===== src/rtl/ntt_pkg.sv =====
// Shared definitions for the poly_mul NTT datapath: controller state encoding
// and default geometry of the twiddle ROM.
package ntt_pkg;

  localparam int unsigned LOGN_MAX    = 7;
  localparam int          TF_ADDR_W   = 9;
  localparam int          TF_DATA_W   = 256;
  localparam int          TF_LOGN_W   = 3;
  localparam int          TF_INV_BASE = 64;

  typedef enum logic [1:0] {
    ST_IDLE  = 2'd0,
    ST_RUN   = 2'd1,
    ST_DRAIN = 2'd2,
    ST_DONE  = 2'd3
  } tf_state_e;

endpackage


===== src/rtl/tf_idx_cnt.sv =====
// Nested stage/group/butterfly counters for the twiddle walk; produces the
// table index k << (logn-1-s) for the current position.
module tf_idx_cnt
  import ntt_pkg::*;
#(
  parameter int LOGN_W = TF_LOGN_W
) (
  input  logic                clk,
  input  logic                rst,
  input  logic                clr,
  input  logic                adv,
  input  logic [LOGN_W-1:0]   logn,
  output logic [LOGN_MAX-1:0] idx,
  output logic [LOGN_W-1:0]   stage,
  output logic                last
);

  logic [LOGN_W-1:0]   s_q, s_d;
  logic [LOGN_MAX-1:0] g_q, g_d;
  logic [LOGN_MAX-1:0] k_q, k_d;
  logic [LOGN_W-1:0]   sh;
  logic [LOGN_MAX-1:0] k_max, g_max;
  logic                s_end, g_end, k_end;

  // k spans 0..2^s-1, g spans 0..2^(logn-1-s)-1
  always_comb begin
    sh    = logn - s_q - LOGN_W'(1);
    k_max = (LOGN_MAX'(1) << s_q) - LOGN_MAX'(1);
    g_max = (LOGN_MAX'(1) << sh) - LOGN_MAX'(1);
    k_end = (k_q == k_max);
    g_end = (g_q == g_max);
    s_end = (s_q == logn - LOGN_W'(1));
    last  = s_end && g_end && k_end;
    idx   = k_q << sh;
    stage = s_q;
  end

  always_comb begin
    s_d = s_q;
    g_d = g_q;
    k_d = k_q;
    if (clr) begin
      s_d = '0;
      g_d = '0;
      k_d = '0;
    end else if (adv) begin
      if (!k_end) begin
        k_d = k_q + LOGN_MAX'(1);
      end else begin
        k_d = '0;
        if (!g_end) begin
          g_d = g_q + LOGN_MAX'(1);
        end else begin
          g_d = '0;
          s_d = s_end ? '0 : s_q + LOGN_W'(1);
        end
      end
    end
  end

  always_ff @(posedge clk or posedge rst) begin
    if (rst) begin
      s_q <= '0;
      g_q <= '0;
      k_q <= '0;
    end else begin
      s_q <= s_d;
      g_q <= g_d;
      k_q <= k_d;
    end
  end

endmodule


===== src/rtl/tf_addr_seq.sv =====
// Twiddle ROM read sequencer: walks every butterfly of one NTT/INTT, issues
// ROM reads and streams the registered ROM output to the butterfly unit.
module tf_addr_seq
  import ntt_pkg::*;
#(
  parameter int ADDR_W   = TF_ADDR_W,
  parameter int DATA_W   = TF_DATA_W,
  parameter int LOGN_W   = TF_LOGN_W,
  parameter int INV_BASE = TF_INV_BASE
) (
  input  logic              clk,
  input  logic              rst,
  input  logic              start,
  input  logic [LOGN_W-1:0] logn,
  input  logic              inv,
  output logic              busy,
  output logic              done,
  output logic [ADDR_W-1:0] rom_a,
  output logic              rom_en,
  output logic              rom_ren,
  input  logic [DATA_W-1:0] rom_q,
  output logic              tf_valid,
  input  logic              tf_ready,
  output logic [DATA_W-1:0] tf_data,
  output logic [LOGN_W-1:0] tf_stage,
  output logic              tf_last
);

  tf_state_e           state_q, state_d;
  logic [LOGN_W-1:0]   logn_q, logn_d;
  logic                inv_q, inv_d;
  logic                tf_valid_q, tf_valid_d;
  logic [LOGN_W-1:0]   tf_stage_q, tf_stage_d;
  logic                tf_last_q, tf_last_d;

  logic                start_ok;
  logic                issue;
  logic                hs;
  logic [LOGN_MAX-1:0] cnt_idx;
  logic [LOGN_W-1:0]   cnt_stage;
  logic                cnt_last;

  tf_idx_cnt #(
    .LOGN_W (LOGN_W)
  ) u_idx_cnt (
    .clk   (clk),
    .rst   (rst),
    .clr   (start_ok),
    .adv   (issue),
    .logn  (logn_q),
    .idx   (cnt_idx),
    .stage (cnt_stage),
    .last  (cnt_last)
  );

  // A read may issue whenever the output register is empty or being drained;
  // since ROM Q holds while EN=0, a stalled word stays put without a skid buffer.
  always_comb begin
    start_ok = (state_q == ST_IDLE) && start && (logn != '0);
    issue    = (state_q == ST_RUN) && (!tf_valid_q || tf_ready);
    hs       = tf_valid_q && tf_ready;
  end

  always_comb begin
    state_d    = state_q;
    logn_d     = logn_q;
    inv_d      = inv_q;
    tf_valid_d = tf_valid_q;
    tf_stage_d = tf_stage_q;
    tf_last_d  = tf_last_q;

    if (issue) begin
      tf_valid_d = 1'b1;
      tf_stage_d = cnt_stage;
      tf_last_d  = cnt_last;
    end else if (hs) begin
      tf_valid_d = 1'b0;
    end

    unique case (state_q)
      ST_IDLE: begin
        if (start_ok) begin
          state_d = ST_RUN;
          logn_d  = logn;
          inv_d   = inv;
        end
      end
      ST_RUN: begin
        if (issue && cnt_last) begin
          state_d = ST_DRAIN;
        end
      end
      ST_DRAIN: begin
        if (hs && tf_last_q) begin
          state_d    = ST_DONE;
          tf_stage_d = '0;
          tf_last_d  = 1'b0;
        end
      end
      ST_DONE: begin
        state_d = ST_IDLE;
      end
      default: begin
        state_d = ST_IDLE;
      end
    endcase
  end

  always_ff @(posedge clk or posedge rst) begin
    if (rst) begin
      state_q    <= ST_IDLE;
      logn_q     <= '0;
      inv_q      <= 1'b0;
      tf_valid_q <= 1'b0;
      tf_stage_q <= '0;
      tf_last_q  <= 1'b0;
    end else begin
      state_q    <= state_d;
      logn_q     <= logn_d;
      inv_q      <= inv_d;
      tf_valid_q <= tf_valid_d;
      tf_stage_q <= tf_stage_d;
      tf_last_q  <= tf_last_d;
    end
  end

  always_comb begin
    busy     = (state_q != ST_IDLE);
    done     = (state_q == ST_DONE);
    rom_en   = issue;
    rom_ren  = 1'b1;
    rom_a    = ADDR_W'(cnt_idx) + (inv_q ? ADDR_W'(INV_BASE) : '0);
    tf_valid = tf_valid_q;
    tf_data  = rom_q;
    tf_stage = tf_stage_q;
    tf_last  = tf_last_q;
  end

endmodule


===== config.mk =====
export PLATFORM = sky130hd
export DESIGN_NAME = tf_addr_seq
export DESIGN_NICKNAME = d
export VERILOG_FILES = /design/src/rtl/ntt_pkg.sv /design/src/rtl/tf_idx_cnt.sv /design/src/rtl/tf_addr_seq.sv
export SDC_FILE = /design/constraint.sdc
export NUM_CORES = 1
export LEC_CHECK = 0
export ABC_AREA = 1
export CORE_AREA = 2 2 212 214
export DETAILED_ROUTE_END_ITERATION = 6
export DIE_AREA = 0 0 214 216
export GPL_TIMING_DRIVEN = 0
export HOLD_SLACK_MARGIN = 0.06
export PLACE_DENSITY = 0.4
export SLEW_MARGIN = 10
export SYNTH_ARGS = -nofsm -noshare
export SYNTH_HDL_FRONTEND = slang
export SYNTH_SLANG_ARGS = --single-unit

===== constraint.sdc =====
create_clock -name clk -period 4.6 [get_ports clk]
set_input_delay 1.38 -clock clk [delete_from_list [all_inputs] [get_ports clk]]
set_output_delay 1.38 -clock clk [all_outputs]
set_load 0.05 [all_outputs]

==> reports/summary.log <==
qor: sta.setup-tns-final 0 ns
qor: cts.clkLatencyLatePin 0.27 ns
qor: global_routing.gr-usage-all-layers 0.0657
qor: routing.drtIter0Drc 90
qor: worst_setup_path.critical_path.startpoint_type flip-flop
qor: logic_synthesis.synth_fp_nets 848
qor: sta.setup_viol 0
qor: finish.area_delta_synth_final 86.5%
qor: logic_synthesis.synth-main-ff-cell dfrtp_1
qor: placement.place_area 7740 sq um
qor: cts.cts-buffers-inserted 3
qor: routing.routed-via-count 4240
qor: global_routing.largest_net_degree_at_the_start_of_global_routing 29
qor: sta.timing.max_slew.rel_slack 0.548
qor: outcome.result_of_the_run finished clean
qor: sta.max_freq 227 MHz
qor: sta.final.hold.worst_slack 0.502 ns
qor: power.p_per_area 425 nW/um^2
qor: global_routing.gr-total-overflow 0
qor: power.p_leak 3.58 nW
qor: routing.route.final.wire_length 16900 um
qor: routing.ant_nets 0
qor: logic_synthesis.count_of_unique_library_cells_instantiated_by_yosys 36
qor: cts.ctsHtreeMaxLevel 1
qor: sta.final.min_clock_period 4.40 ns
qor: cts.cts_resized 13
qor: die.die-height 216 um
qor: die.dieArea 46200 sq um
qor: logic_synthesis.synthesized_instance_count 567
qor: die.num_rows 77
qor: logic_synthesis.ys_seq_elements 28
qor: worst_setup_path.crit_path_end rom_a[6]
qor: placement.placement.io_buffers 279
qor: worst_setup_path.startpoint u_idx_cnt.stage[0]$_DFFE_PP0P_
qor: finish.layout.cells.non_filler 1443
qor: cts.ctsLongestPathBuffers 2
qor: finish.finalInstanceArea 7840 sq um
qor: global_routing.first_global_vias 4156
qor: global_routing.grt_pass1_wl 23900 um
qor: worst_setup_path.arrival_time_at_the_worst_endpoint 3.02 ns
qor: sta.slew_viol_final 0
qor: placement.dp_hpwl 15200 um
qor: worst_setup_path.timing.reg2reg.setup_slack 1.18 ns
qor: routing.remaining_drc_errors 0
qor: worst_setup_path.worst-r2r-cell-count 20
qor: finish.nets_finish 1132
qor: cts.clk_transition_reported_paths 0.08 ns
qor: cts.cts_post_setup_buffers_inserted 0
qor: worst_setup_path.worst-path-max-fanout 7
qor: logic_synthesis.async_set_or_reset_register_ratio_after_synthesis 1.00
qor: worst_setup_path.critical_path.reg2reg.startpoint u_idx_cnt.stage[0]$_DFFE_PP0P_
qor: sta.hold_viol_final 0
qor: logic_synthesis.synth_edf_count 0
qor: die.chipWidth 214 um
qor: worst_setup_path.worst_r2r_endpoint state_q[1]$_DFFE_PP0P_
qor: worst_setup_path.worst_setup_path_end_kind output pin
qor: power.power.ir.vdd_worst 0.000348 V
qor: logic_synthesis.synth_area 4200 sq um
qor: global_routing.antenna_found_initial 2
qor: finish.layout.filler_cells 4950
qor: sta.final_min_period_over_clock_period 0.958
qor: routing.drt_pass1_iterations 4
qor: worst_hold_path.worst_hold_path_type flip-flop to flip-flop
qor: logic_synthesis.ys_seq_area_frac 0.167
qor: placement.place_congestion 0.818
qor: logic_synthesis.postSynthAreaPerCell 7.41 sq um
qor: routing.wl_per_cell 11.7 um
qor: worst_setup_path.crit_type flip-flop to output pin
qor: sta.rsz0062_at_grt false
qor: cts.clock_tree_from_tritoncts done
qor: die.placeableCoreArea 43800 sq um
qor: routing.via_per_inst 2.94
qor: logic_synthesis.number_of_warnings_issued_by_yosys 0
qor: cts.cts.sinks 28
qor: die.floorplan.initialDensity 0.0959
qor: sta.worstMarginPinSlew 0.677 ns
qor: cts.postCtsHoldBufs 0
qor: worst_setup_path.critPathRequiredTime 3.22 ns
qor: cts.cts-root-buf clkbuf_16
qor: finish.post_route_cells_drive_above_1_share 0.347
qor: placement.cell_count_after_placement 1438
qor: flow_run.timing.max_cap.violations 0
qor: die.io_pins 538
qor: sta.clock_skew 0.00715 ns
cell usage in the layout (no fill, tap or decap), types with 3 or more instances in the layout:
cell | Yosys | final
nor3_1 | 7 | 7
nand4_1 | 6 | 6
clkdlybuf4s50_1 | 0 | 270
ha_1 | 16 | 16
dfrtp_1 | 28 | 28
nand2_4 | 3 | 3
nand2_1 | 79 | 79
o22ai_1 | 6 | 6
o21ai_0 | 17 | 16
inv_1 | 39 | 38
dlygate4sd2_1 | 0 | 4
nor2_2 | 2 | 3
buf_4 | 259 | 259
nor2_1 | 21 | 20
o21ai_2 | 3 | 3
xor2_1 | 11 | 11
nand2_2 | 5 | 5
clkbuf_16 | 0 | 3
nand3_1 | 24 | 24
a21oi_1 | 14 | 14
routing by layer:
metal / GRT usage / vias to the layer above / wire (um)
met5: 0 / - / 0
met2: 0.131 / 281 / 9360
li1: - / 2087 / -
met1: 0.0626 / 1863 / 5410
met4: 0.0147 / 0 / 223
met3: 0.0252 / 9 / 1930
critical path: stages (launching register included):
cell and delay, ns:
dfrtp_1 0.42, inv_1 0.17, ha_1 0.17, inv_1 0.05
fa_2 0.62, nand2_1 0.20, o22ai_1 0.16, a21oi_1 0.06
nand2_1 0.06, o21ai_1 0.15, ha_1 0.32, clkdlybuf4s15_2 0.37
metrics by stage:
step,utilization,worst slack (ns),total power (W)
after floorplan,-,0.567,0.00235
after global placement,0.177,-0.189,0.00312
after detailed placement,0.177,-0.162,0.00310
after CTS,0.179,0.00837,0.00336
after global routing,0.179,0.0475,0.00360
final,0.179,0.195,0.00333
synthesized netlist by cell type (3+ instances only):
cell / number / area (sq um)
nand4_1: 6 / 37.5
o21ai_2: 3 / 26.3
o22ai_1: 6 / 37.5
nand2_1: 79 / 297
o21ai_0: 17 / 85.1
inv_1: 39 / 146
nand2_4: 3 / 33.8
nor3_1: 7 / 35.0
buf_4: 259 / 1940
nand3_1: 24 / 120
dfrtp_1: 28 / 701
ha_1: 16 / 200
a21oi_1: 14 / 70.1
xor2_1: 11 / 96.3
nor2_1: 21 / 78.8
nand2_2: 5 / 31.3
power by group:
group | switching [W] | internal, W
clock | 0.0000997 | 0.000174
sequential | 0.0000743 | 0.000326
combinational | 0.00176 | 0.000899
total | 0.00193 | 0.00140
registers in the layout, summed over array words and instances, names as in the netlist:
signal           flops
inv_q                1
logn_q               3
u_idx_cnt.stage      3
u_idx_cnt.g_q        7
state_q              2
tf_stage             3
tf_last              1
u_idx_cnt.k_q        7
tf_valid             1
cell families after synthesis:
| family | share of synthesized area |
|---|---|
| buffers and inverters | 0.510 |
| and+or+nand+nor | 0.173 |
| AOI/OAI and AO/OA | 0.0705 |
| DFF | 0.167 |
| adders and majority gates | 0.0524 |
| xor gates and xnor gates | 0.0250 |
| other | 0.00179 |
worst min path at each step:
stage | startpoint | end | slack [ns] | cells after the start
detailed placement | inv_q$_DFFE_PP0P_ | inv_q$_DFFE_PP0P_ | 0.48 | 2
finish | inv_q$_DFFE_PP0P_ | inv_q$_DFFE_PP0P_ | 0.50 | 2
CTS | inv_q$_DFFE_PP0P_ | inv_q$_DFFE_PP0P_ | 0.50 | 2
global placement | inv_q$_DFFE_PP0P_ | inv_q$_DFFE_PP0P_ | 0.49 | 2
global route | inv_q$_DFFE_PP0P_ | inv_q$_DFFE_PP0P_ | 0.53 | 2
floorplan | inv_q$_DFFE_PP0P_ | inv_q$_DFFE_PP0P_ | 0.46 | 2
area by class of cell:
type                    instances  area, sq um  share of cell area
repair buffers                279         2780               0.355
plain buffers                 265         1980               0.253
multi-input cells             233         1360               0.174
well taps                     592          741              0.0945
flip-flops and latches         28          701              0.0894
inverters                      41          161              0.0206
clock buffers                   3         75.1             0.00958
clock inverters                 1         30.0             0.00383
diodes                          1         2.50            0.000319
Note: power is estimated with default switching activity, not from simulation.
